## config.mk

```make
export PLATFORM = sky130hd
export DESIGN_NAME = pipeline_hazard_ctrl
export DESIGN_NICKNAME = d
export VERILOG_FILES = /design/src/rtl/pipeline_hazard_ctrl.sv
export SDC_FILE = /design/constraint.sdc
export NUM_CORES = 1
export LEC_CHECK = 0
export CAP_MARGIN = 10
export CORE_MARGIN = 8
export CORE_UTILIZATION = 40
export DETAILED_ROUTE_END_ITERATION = 8
export GPL_ROUTABILITY_DRIVEN = 0
export GPL_TIMING_DRIVEN = 1
export MAX_ROUTING_LAYER = met4
export PLACE_DENSITY = 0.78
export SLEW_MARGIN = 15
export SYNTH_ARGS = -nofsm -noshare
export SYNTH_HDL_FRONTEND = slang
export SYNTH_SLANG_ARGS = --single-unit
```

## constraint.sdc

```tcl
create_clock -name clk -period 2 [get_ports clk]
set_input_delay 0.5 -clock clk [delete_from_list [all_inputs] [get_ports clk]]
set_output_delay 0.5 -clock clk [all_outputs]
set_load 0.05 [all_outputs]
```

## src/rtl/pipeline_hazard_ctrl.sv

```systemverilog
// -----------------------------------------------------------------------------
// pipeline_hazard_ctrl
//
// Hazard and stall controller for a classic five-stage in-order pipeline.
// It produces the load enables and bubble (flush) controls of the pipeline
// registers from three hazard sources, highest priority first:
//   1. data-memory wait  : freeze the whole pipeline until MEM_ready
//   2. taken branch/jump : squash the two younger instructions (IF/ID, ID/EX)
//   3. load-use hazard   : hold PC and IF/ID once, insert one bubble into EX
// It also counts front-end stall cycles and raises a sticky flag when a
// memory access waits TIMEOUT cycles.
//
// Parameters
//   TIMEOUT         memory-wait cycles before mem_timeout sets (8-bit)
//   CNT_W           width of the stall-cycle counter
// Ports
//   clk             clock, all state updates on its rising edge
//   reset           synchronous reset, active low
//   ID_rs1/ID_rs2   source register indices of the instruction in ID
//   ID_uses_rs2     the ID instruction actually reads rs2
//   EX_Rd           destination register of the instruction in EX
//   EX_mem_read     the EX instruction is a load
//   EX_branch_taken EX resolved a taken branch or jump
//   MEM_req         MEM stage is accessing data memory
//   MEM_ready       data memory completes the access this cycle
//   *_en            pipeline-register / PC load enables
//   IF_ID_flush     load a bubble into IF/ID
//   ID_EX_flush     load a bubble into ID/EX
//   stall_cycles    saturating count of cycles with PC_en=0 since reset
//   mem_timeout     sticky memory-wait timeout flag
// -----------------------------------------------------------------------------
module pipeline_hazard_ctrl #(
    parameter logic [7:0]  TIMEOUT = 8'd200,
    parameter int unsigned CNT_W   = 16
) (
    input  logic             clk,
    input  logic             reset,
    input  logic [4:0]       ID_rs1,
    input  logic [4:0]       ID_rs2,
    input  logic             ID_uses_rs2,
    input  logic [4:0]       EX_Rd,
    input  logic             EX_mem_read,
    input  logic             EX_branch_taken,
    input  logic             MEM_req,
    input  logic             MEM_ready,
    output logic             PC_en,
    output logic             IF_ID_en,
    output logic             ID_EX_en,
    output logic             EX_MEM_en,
    output logic             MEM_WB_en,
    output logic             IF_ID_flush,
    output logic             ID_EX_flush,
    output logic [CNT_W-1:0] stall_cycles,
    output logic             mem_timeout
);

    typedef enum logic [1:0] {
        RUN      = 2'd0,
        MEM_WAIT = 2'd1,
        FLUSH    = 2'd2
    } state_t;

    localparam logic [CNT_W-1:0] CNT_ONE = {{(CNT_W-1){1'b0}}, 1'b1};

    state_t           state_q, state_d;
    logic [7:0]       wait_cnt_q, wait_cnt_d;
    logic             mem_timeout_q, mem_timeout_d;
    logic             lu_stall_q, lu_stall_d;   // previous cycle was a load-use stall
    logic [CNT_W-1:0] stall_cnt_q;

    logic load_use;
    logic mem_stall;

    // r0 is hard-wired zero, so a load targeting it never creates a dependency.
    assign load_use = EX_mem_read && (EX_Rd != 5'd0) &&
                      ((EX_Rd == ID_rs1) || (ID_uses_rs2 && (EX_Rd == ID_rs2)));

    // Once waiting, only MEM_ready releases the freeze, even if MEM_req drops.
    assign mem_stall = (state_q == MEM_WAIT) ? !MEM_ready : (MEM_req && !MEM_ready);

    always_comb begin
        // NOTE: every signal gets a default before any branch so no latch is inferred.
        PC_en         = 1'b1;
        IF_ID_en      = 1'b1;
        ID_EX_en      = 1'b1;
        EX_MEM_en     = 1'b1;
        MEM_WB_en     = 1'b1;
        IF_ID_flush   = 1'b0;
        ID_EX_flush   = 1'b0;
        state_d       = RUN;
        wait_cnt_d    = wait_cnt_q;
        mem_timeout_d = mem_timeout_q;
        lu_stall_d    = 1'b0;

        if (!reset) begin
            PC_en       = 1'b0;
            IF_ID_en    = 1'b0;
            ID_EX_en    = 1'b0;
            EX_MEM_en   = 1'b0;
            MEM_WB_en   = 1'b0;
            IF_ID_flush = 1'b1;
            ID_EX_flush = 1'b1;
        end else if (mem_stall) begin
            // A branch seen here is not lost: EX is frozen, so it is still
            // presented on the release cycle and flushes then.
            PC_en     = 1'b0;
            IF_ID_en  = 1'b0;
            ID_EX_en  = 1'b0;
            EX_MEM_en = 1'b0;
            MEM_WB_en = 1'b0;
            state_d   = MEM_WAIT;
            if (state_q != MEM_WAIT) begin
                wait_cnt_d = 8'd0;
            end else begin
                if (wait_cnt_q != TIMEOUT) begin
                    wait_cnt_d = wait_cnt_q + 8'd1;
                end
                // NOTE: blocking assignments in always_comb, so wait_cnt_d here
                // is the value just computed above, not last cycle's.
                mem_timeout_d = mem_timeout_q | (wait_cnt_d == TIMEOUT);
            end
        end else if (EX_branch_taken) begin
            IF_ID_flush = 1'b1;
            ID_EX_flush = 1'b1;
            state_d     = FLUSH;
        end else if ((state_q == RUN) && !lu_stall_q && load_use) begin
            // The bubble just inserted sits in EX next cycle; refusing a second
            // stall back-to-back guarantees one bubble per load.
            PC_en       = 1'b0;
            IF_ID_en    = 1'b0;
            ID_EX_flush = 1'b1;
            lu_stall_d  = 1'b1;
        end
    end

    // NOTE: reset is synchronous: it is only looked at on the clock edge, and
    // state uses non-blocking assignments so all registers update together.
    always_ff @(posedge clk) begin
        if (!reset) begin
            state_q       <= RUN;
            wait_cnt_q    <= 8'd0;
            mem_timeout_q <= 1'b0;
            lu_stall_q    <= 1'b0;
            stall_cnt_q   <= '0;
        end else begin
            state_q       <= state_d;
            wait_cnt_q    <= wait_cnt_d;
            mem_timeout_q <= mem_timeout_d;
            lu_stall_q    <= lu_stall_d;
            if (!PC_en && (stall_cnt_q != '1)) begin
                stall_cnt_q <= stall_cnt_q + CNT_ONE;
            end
        end
    end

    assign stall_cycles = stall_cnt_q;
    assign mem_timeout  = mem_timeout_q;

endmodule

```

* Yosys cells after proc, flatten, opt, wreduce, memory -nomap -nowiden *
Index checks and enable logic that the tools add are counted.

cells by class
  equal/unequal tests = 7
  reductions and logical operators = 16
  bitwise logic cells = 3
  multiplexer cells = 21
  $add $sub $neg = 2

operator list
  operator               count
  $mux 8                 5
  $add 16x1->16 const B  1
  $ne 16x16->1 const B   1
  $mux 1                 15
  $eq 5x5->1             2
  $add 8x1->8 const B    1
  $eq 8x8->1 const B     1
  $ne 8x8->1 const B     1
  $logic_and 1x1->1      7
  $reduce_bool 5->1      1
  $logic_not 1->1        3
  $reduce_or 3->1        1
  $eq 2x1->1 const B     1
  $logic_not 2->1        1
  $mux 2                 1
  $ne 2x1->1 const B     1
  $not 1->1              2
  $reduce_and 2->1       1
  $reduce_or 2->1        1
  $logic_or 1x1->1       1
  $or 1x1->1             1

word-level totals
  output and inout bits = 24
  register bits = 28
  logic and storage cells = 55

* Longest topological paths before layout *
Gate-level depths: netlist (run 1).

  depth in word-level cells = 11
  mapped depth = 8
  depth with buffers taken out = 8

* Least setup slack after synthesis (run 1) *
No wires, ideal clock.

  path type = input to output
  start point = input EX_Rd[4]
  end point = output ID_EX_flush
  path slack = -0.617 ns
  cell stages on the path = 5
  data required time = 1.500 ns
  arrival = 2.117 ns
  cells stage by stage = xnor2_1 -> nand3_1 -> o22ai_2 -> a31oi_1 -> o21ai_0

between the ends
  longest elaborated chain between the ends = 9
  elaborated cells between the ends (all ways) = 12
  classes of those cells = eq/ne (2); mux (4); reduce/logical (6)

ends and longest elaborated chain
  element              line  RTL
  from (decl)          41    input logic [4:0] EX_Rd,
  $eq 5x5->1           76    ((EX_Rd == ID_rs1) || (ID_uses_rs2 && (EX_Rd == ID_rs2)));
  $logic_and 1x1->1    76
  $logic_or 1x1->1     76
  $logic_and 1x1->1 *  75    assign load_use = EX_mem_read && (EX_Rd != 5'd0) &&
  $logic_and 1x1->1 *  126   end else if ((state_q == RUN) && !lu_stall_q && load_use) begin
  $mux 1 *             126
  $mux 1 *             122   end else if (EX_branch_taken) begin
  $mux 1 *             103   end else if (mem_stall) begin
  $mux 1 *             95    if (!reset) begin
  to (decl)            52    output logic ID_EX_flush,

Mark *: on every way between the ends. The rest lies on a longest branch, timed or not.

* Worst setup path after layout (run 1) *
  start point = register state_q[1]
  end point = output IF_ID_en

between the ends
  longest elaborated chain between the ends = 7
  elaborated cells between the ends (all ways) = 9
  classes of those cells = eq/ne (1); mux (5); reduce/logical (3)

ends and longest elaborated chain
  element                          line  RTL
  from (decl)                      65    state_t state_q, state_d;
  from (signal assigned)           146   state_q <= state_d;
  $logic_not 2->1                  126
  $logic_and 1x1->1 (2 in series)  126
  $mux 1                           126
  $mux 1                           122
  $mux 1 *                         103
  $mux 1 *                         95
  to (decl)                        47    output logic IF_ID_en,

Marks and branches as above.

==> results of run 1 <==
==> worst register-to-register path: stages, from the launching register on <==
cell and delay, ns:
dfxtp_2 0.34, nor4b_4 0.33, and3b_2 0.27, a21oi_4 0.07, buf_4 0.15, buf_16 0.14, or4_4 0.51, a21oi_2 0.14
==> kinds of logic after synthesis <==
logic type	count (synthesis)	share of synthesized area (%)
and+or+nand+nor	92	30.7
AOI/OAI and AO/OA	47	17.8
DFF	28	33.6
buffers and inverters	19	6.45
xor gates and xnor gates	13	6.82
muxes	4	2.40
adders and majority gates	3	2.25
==> routing by layer <==
metal	part of all wire [%]	vias up	global-route usage, %	wire length, um
met5	0	-	-	0
met4	0.85	0	4.91	41
met3	5.0	2	2.79	242
met2	50	49	24.5	2420
met1	44	835	17.4	2100
li1	-	864	-	-
==> registers in the layout, summed over array words and instances, names as in the netlist <==
signal and flops:
lu_stall_q 1, state_q 2, stall_cycles 16, wait_cnt_q 8, mem_timeout 1
==> where the power goes <==
part,internal (mW),total (mW),switching (mW)
logic,0.164,0.321,0.157
clock network,0.135,0.308,0.172
registers,0.566,0.575,0.00901
==> cells in the final DEF, fill, tap and decap left out, types with 3 or more instances in the layout <==
master	n
a21oi_1	8
o21ai_0	12
buf_6	9
o31ai_1	11
dfxtp_2	5
dlygate4sd2_1	5
or4_4	4
ha_1	3
or4_1	5
xnor2_2	8
nand2_1	23
nor2_1	9
nand2b_1	5
buf_4	37
xnor2_1	4
a21oi_2	5
dfxtp_1	23
nand3_1	13
and3_1	5
a31oi_1	3
buf_12	8
clkbuf_8	3
mux2i_1	4
inv_1	5
buf_2	6
==> final cells by class <==
class | count | share of cell area (%)
well taps | 50 | 2.45
inverters | 6 | 1.03
flip-flops and latches | 28 | 22.2
clock buffers | 3 | 1.62
multi-input cells | 159 | 46.3
repair buffers | 69 | 26.4
==> how the worst max path moves through the flow <==
stage               start         endpoint  slack (ns)  depth (start not counted)
2_1_floorplan    EX_Rd[0]            PC_en       0.004                          7
3_3_place_gp     EX_Rd[4]  stall_cycles[5]       -0.49                          9
3_5_place_dp     EX_Rd[4]  stall_cycles[5]       -0.54                          9
4_1_cts        state_q[1]         IF_ID_en       -0.06                          6
5_1_grt        state_q[1]         IF_ID_en       -0.10                          6
6_report       state_q[1]         IF_ID_en       -0.05                          5
==> timing repair <==
| item | 4_1_cts | 5_1_grt |
|---|---|---|
| cloned | 1 | 0 |
| resized for setup | 92 | 21 |
| endpoints found under the setup margin | 23 | 19 |
| setup buffers | 4 | 3 |
| pin swaps | 29 | 13 |
| endpoints found under the hold margin | 0 | 0 |
==> summary.txt, run 1 <==
STA
  • Tmin final: 2.05 ns
  • TNS Setup: -0.210 ns
  • RSZ-0062 raised after global routing: true
  • Worst-Margin Slew: 0.554 ns
  • Final period utilization: 103%
  • Fin. max-slew vios: 0
  • WHS: 0.493 ns
  • Final-report setup violation count: 7
  • Max-Slew Margin vs Limit: 63.0%
  • FMAX: 0.487 GHz
  • Final worst setup slack: -0.0545 ns
  • Final Skew: 0.00554 ns
  • Final Hold Vio Count: 0

Yosys
  • Syn Area/Cell: 8.10 um2
  • Most frequent cell after synthesis: dfxtp_1
  • Synth Instances: 206
  • Syn Nets: 231
  • Yosys warns: 0
  • Synth top area share: 33.6%
  • Most instantiated cells after synthesis: 28 x dfxtp_1, 25 x nand2_1, 15 x nand3_1
  • Yosys top cell by area: dfxtp_1
  • Ys flop type: dfxtp_1
  • Synth Register Bits: 28
  • Fraction of registers with async set or reset after synthesis: 0%
  • Synthesized area: 0.00167 mm2
  • Largest cells by area after synthesis: dfxtp_1 34%, xnor2_1 6.3%, nand2_1 5.6%
  • Synth cell types: 44
  • Post-synth EDFFs: 0
  • Seq/Total Area, Yosys: 33.6%

Final layout
  • Diode count: 0
  • Fill count: 337
  • Final std cells w/o fill: 315
  • Area delta synth->final: 53.1%
  • Share of post-route cells with drive strength above 1: 40.0%
  • Layout Nets: 292
  • Core Util, Final: 63.9%
  • Post-Layout Inst Area: 0.00255 mm2
  • Area of the multi-input gates: 0.00118 mm2
  • Reg area: 567 um2

Power and ir drop
  • Tot Pwr: 1.20 mW
  • Leakage Power: 0.980 nW
  • Peak VDD IR: 0.233 mV
  • PwrDens: 471 mW/mm2

Worst hold path
  • Hold EP: stall_cycles[10]
  • Min-Delay Path Depth: 2
  • HP Class: reg2reg
  • Worst Min Path Start: stall_cycles[10]

Critical path
  • Crit path largest cell delay: 0.34 ns
  • Worst Setup End Kind: primary output
  • Cell mode on critical path: buf_12
  • CP delay by family, top: simple AND/OR/NAND/NOR gates
  • Crit path launch type: flip-flop
  • Slowest-stage cell, CP: dfxtp_2
  • Crit path max fanout: 6
  • CP Class: reg2out
  • Worst path arrival time: 1.55 ns
  • R2r startpoint: state_q[1]
  • Reg2reg setup slack: 0 ns
  • CP required: 1.50 ns
  • Cells on worst reg2reg path: 7
  • RR Endpoint: stall_cycles[2]
  • Worst path cell trace: nor4b_4, and3b_2, a21oi_4, buf_12, buf_12
  • Crit path buf inv count: 2

Floorplan
  • DIE WIDTH: 80.6 um
  • Die area: 0.00650 mm2
  • Starting Density: 41.7%
  • Core box area: 0.00400 mm2
  • # rows: 23
  • Die H: 80.6 um
  • Num ports: 46

Global route
  • Vias in the first global route: 1661
  • Gr ovfl total: 0
  • Largest net degree at the start of global routing: 19
  • First-pass GRT wire length: 7.56 mm
  • Initial antenna violation count: 0
  • Gr usage total: 14.8%

Routing
  • Residual DRC count: 0
  • Post-route ant nets: 0
  • Routed WL: 4.80 mm
  • DRT iter0 DRCs: 86
  • DR vias/cell: 5.56
  • 1st-pass router iterations: 4
  • Via count: 1750
  • Drt wl/cell: 15.2 um

Clock network
  • Worst-Skew Late Latency: 0.27 ns
  • CTS tree: yes
  • Clock slew at reported path FFs: 0.09 ns
  • Bufs on Longest Clock Path: 2
  • Cts bufs inserted: 3
  • CTS H-tree depth: 1
  • Hold Buf Count CTS: 0
  • CTS sink cnt: 28
  • Root buf cell: clkbuf_8

Outcome
  • Status: finished, violations left
  • Failing checks: setup timing

Run
  • Max Cap Viol: 0

Placement
  • Post-DP HPWL: 3.33 mm
  • Pre-CTS setup slack: -0.544 ns
  • Buffers on Ports: 45
  • Cell area after placement: 0.00227 mm2
  • Placed Instances: 304
No activity file was read; power rests on OpenSTA's default activity.
==> run 2, diff against run 1 <==
SETUP_SLACK_MARGIN = 0.02   (was unset)
==> run 2 against run 1 <==
The flow still finishes with violations (setup timing). Total power grew 10%. Die area unchanged. Clock-buffer cell count stayed put. First-iteration DRC count rose by 33%. Final cell count is 0.95% lower. Global-route usage shrank 0.34 points. Sequential share of layout area up 0.60 points. Core utilization down 1.3 points. Critical path type unchanged. Largest cell class unchanged.
==> summary.txt, run 2 (same netlist as run 1, synthesis figures left out) <==
Global route
  • Initial antenna violation count: 0 (unchanged)
  • Vias in the first global route: 1658 (-0.18%)
  • Gr usage total: 14.4% (-0.34 points)
  • Most Used Layer, Global Route: met2
  • GR Layer Usage met3: 3.46% (+0.67 points)
  • Largest net degree at the start of global routing: 19 (unchanged)
  • Grt met1 use: 17.1% (-0.30 points)
  • Grt met2 use: 23.7% (-0.80 points)
  • First-pass GRT wire length: 7.49 mm (-0.82%)
  • Gr ovfl total: 0 (unchanged)

Power and ir drop
  • Tot Pwr: 1.33 mW (+10%)
  • Gate power share: 22.6% (-4.1 points)
  • Switching share of total power: 25.8% (-2.3 points)
  • Clk pwr share: 34.1% (+8.5 points)
  • Leakage Power: 0.956 nW (-2.4%)
  • Total internal power: 983 uW (+14%)
  • Peak VDD IR: 0.283 mV (+21%)
  • P_sw: 342 uW (+1.0%)
  • PwrDens: 529 mW/mm2 (+12%)
  • Reg power frac: 43.4% (-4.3 points)

Placement
  • Buffers on Ports: 45 (unchanged)
  • Post-DP HPWL: 3.26 mm (-2.3%)
  • Pre-CTS setup slack: -0.607 ns (-0.0632 ns)

STA
  • Fin. max-slew vios: 0 (unchanged)
  • Final Skew: 0.00148 ns (-0.00406 ns)
  • RSZ-0062 raised after global routing: true
  • Final period utilization: 104% (+1.5 points)
  • Final Hold Vio Count: 0 (unchanged)
  • Final-report setup violation count: 10 (+3)
  • Tmin final: 2.08 ns (+0.0303 ns)
  • FMAX: 0.480 GHz (-1.5%)
  • Max-Slew Margin vs Limit: 65.1% (+2.0 points)
  • Worst-Margin Slew: 0.523 ns (-0.0303 ns)
  • Final worst setup slack: -0.0848 ns (-0.0303 ns)

Clock network
  • CTS tree: yes
  • Bufs on Longest Clock Path: 2 (unchanged)
  • Clock slew at reported path FFs: 0.10 ns (about the same)
  • Worst-Skew Late Latency: 0.27 ns (about the same)
  • CTS H-tree depth: 1 (unchanged)
  • CTS sink cnt: 28 (unchanged)
  • Root buf cell: clkbuf_8
  • Cts bufs inserted: 3 (unchanged)

Critical path
  • Crit path buf inv count: 2 (unchanged)
  • Worst Setup End Kind: primary output
  • Worst path arrival time: 1.58 ns (+0.03 ns)
  • Cell mode on critical path: buf_12
  • CP Class: reg2out
  • Crit path largest cell delay: 0.36 ns (+0.02 ns)
  • Crit path launch type: flip-flop
  • CP required: 1.50 ns (about the same)
  • CP delay by family, top: flip-flops
  • Slowest-stage cell, CP: dfxtp_2
  • Crit path max fanout: 5 (-1)
  • Worst path cell trace: and2b_2, o21bai_4, nand2_4, a21oi_4, buf_12, buf_12

Outcome
  • Status: finished, violations left
  • Failing checks: setup timing

Floorplan
  • Core box area: 0.00400 mm2 (unchanged)
  • DIE WIDTH: 80.6 um (unchanged)
  • # rows: 23 (unchanged)
  • Num ports: 46 (unchanged)
  • Die H: 80.6 um (unchanged)
  • Die area: 0.00650 mm2 (unchanged)
  • Starting Density: 41.7% (unchanged)

Final layout
  • Share of post-route cells with drive strength above 1: 36.6% (-3.4 points)
  • Diode count: 0 (unchanged)
  • Fill count: 331 (-1.8%)
  • Most frequent cells in the layout: 33 x buf_4, 23 x nand2_1, 20 x dfxtp_1
  • Max reg flops: 16 (unchanged)
  • Layout Nets: 288 (-1.4%)
  • Core Util, Final: 62.6% (-1.3 points)
  • Area delta synth->final: 50.0%
  • Commonest non-fill, non-tap cell in the layout: buf_4

Worst hold path
  • HP Class: reg2reg

Routing
  • Residual DRC count: 0 (unchanged)
  • Drt wl/cell: 14.6 um (-4.5%)
  • Post-route ant nets: 0 (unchanged)
  • 1st-pass router iterations: 4 (unchanged)
  • Routed WL: 4.54 mm (-5.4%)
  • DR vias/cell: 5.54 (-0.25%)
  • DRT iter0 DRCs: 114 (+33%)
  • Via count: 1729 (-1.2%)

Run
  • Max Cap Viol: 0 (unchanged)
==> run 2: changes by cell type in the layout (fill, tap and decap cells not counted), moves of 3 or more <==
cell / previous run / this run
buf_2: 6 / 10
xnor2_1: 4 / 8
buf_6: 9 / 5
xnor2_2: 8 / 4
or4_4: 4 / 0
dfxtp_2: 5 / 8
or4_1: 5 / 9
dfxtp_1: 23 / 20
buf_4: 37 / 33
==> run 2: worst paths after layout <==
path	from	end	slack [ns]	cells past startpoint
worst min register to register	mem_timeout	mem_timeout	0.48	1
worst max-delay path	state_q[1]	PC_en	-0.08	6
worst min-delay path	mem_timeout	mem_timeout	0.48	1
worst max register to register	state_q[0]	stall_cycles[4]	-0.03	7
==> run 2: final cells by class <==
cell class	count	area [um2]	area share (%)
flip-flops and latches	28	571	22.8
repair buffers	65	622	24.8
inverters	6	26.3	1.05
clock inverters	1	30.0	1.20
clock buffers	3	41.3	1.65
well taps	50	62.6	2.50
multi-input cells	159	1150	46.0
==> run 2: metal layers <==
metal | part of all wire, % | wire length, um | vias to the layer above
li1 | - | - | 865
met1 | 45 | 2030 | 805
met2 | 48 | 2160 | 55
met3 | 6.7 | 306 | 4
met4 | 0.99 | 45 | 0
met5 | 0 | 0 | -
==> run 2: per-stage QoR <==
step / area, um2 / instances / hold WS [ns] / TNS (ns)
5_1_grt: 2500 / 312 / 0.511 / -1.29
3_3_place_gp: 2260 / 302 / 0.462 / -9.32
2_1_floorplan: 1720 / 206 / 0.466 / 0
6_report: 2500 / 312 / 0.483 / -0.384
4_1_cts: 2400 / 311 / 0.491 / -0.290
3_5_place_dp: 2260 / 302 / 0.464 / -11.45
==> run 2: worst register-to-register path: cells and delay by family (launching register included) <==
| family | cells | cell delay (ns) |
|---|---|---|
| compound gates | 2 | 0.22 |
| flops | 1 | 0.35 |
| buf+inv | 2 | 0.32 |
| simple gates | 3 | 1.08 |
==> run 2: repair_timing <==
| item | 4_1_cts | 5_1_grt |
|---|---|---|
| pin swaps | 21 | 4 |
| gates resized for setup | 78 | 20 |
| hold endpoints to repair | 0 | 0 |
| setup buffers | 4 | 1 |
| cloned | 1 | 0 |
| hold buffers | 0 | 0 |
| endpoints found under the setup margin | 23 | 23 |
==> run 2: power by group through the flow <==
| stage | registers (mW) | clock network (mW) | logic (mW) |
|---|---|---|---|
| global placement | 0.586 | 0 | 0.266 |
| floorplan | 0.600 | 0 | 0.132 |
| detailed placement | 0.587 | 0 | 0.270 |
| finish | 0.575 | 0.451 | 0.299 |
| CTS | 0.575 | 0.464 | 0.293 |
| global route | 0.576 | 0.482 | 0.319 |
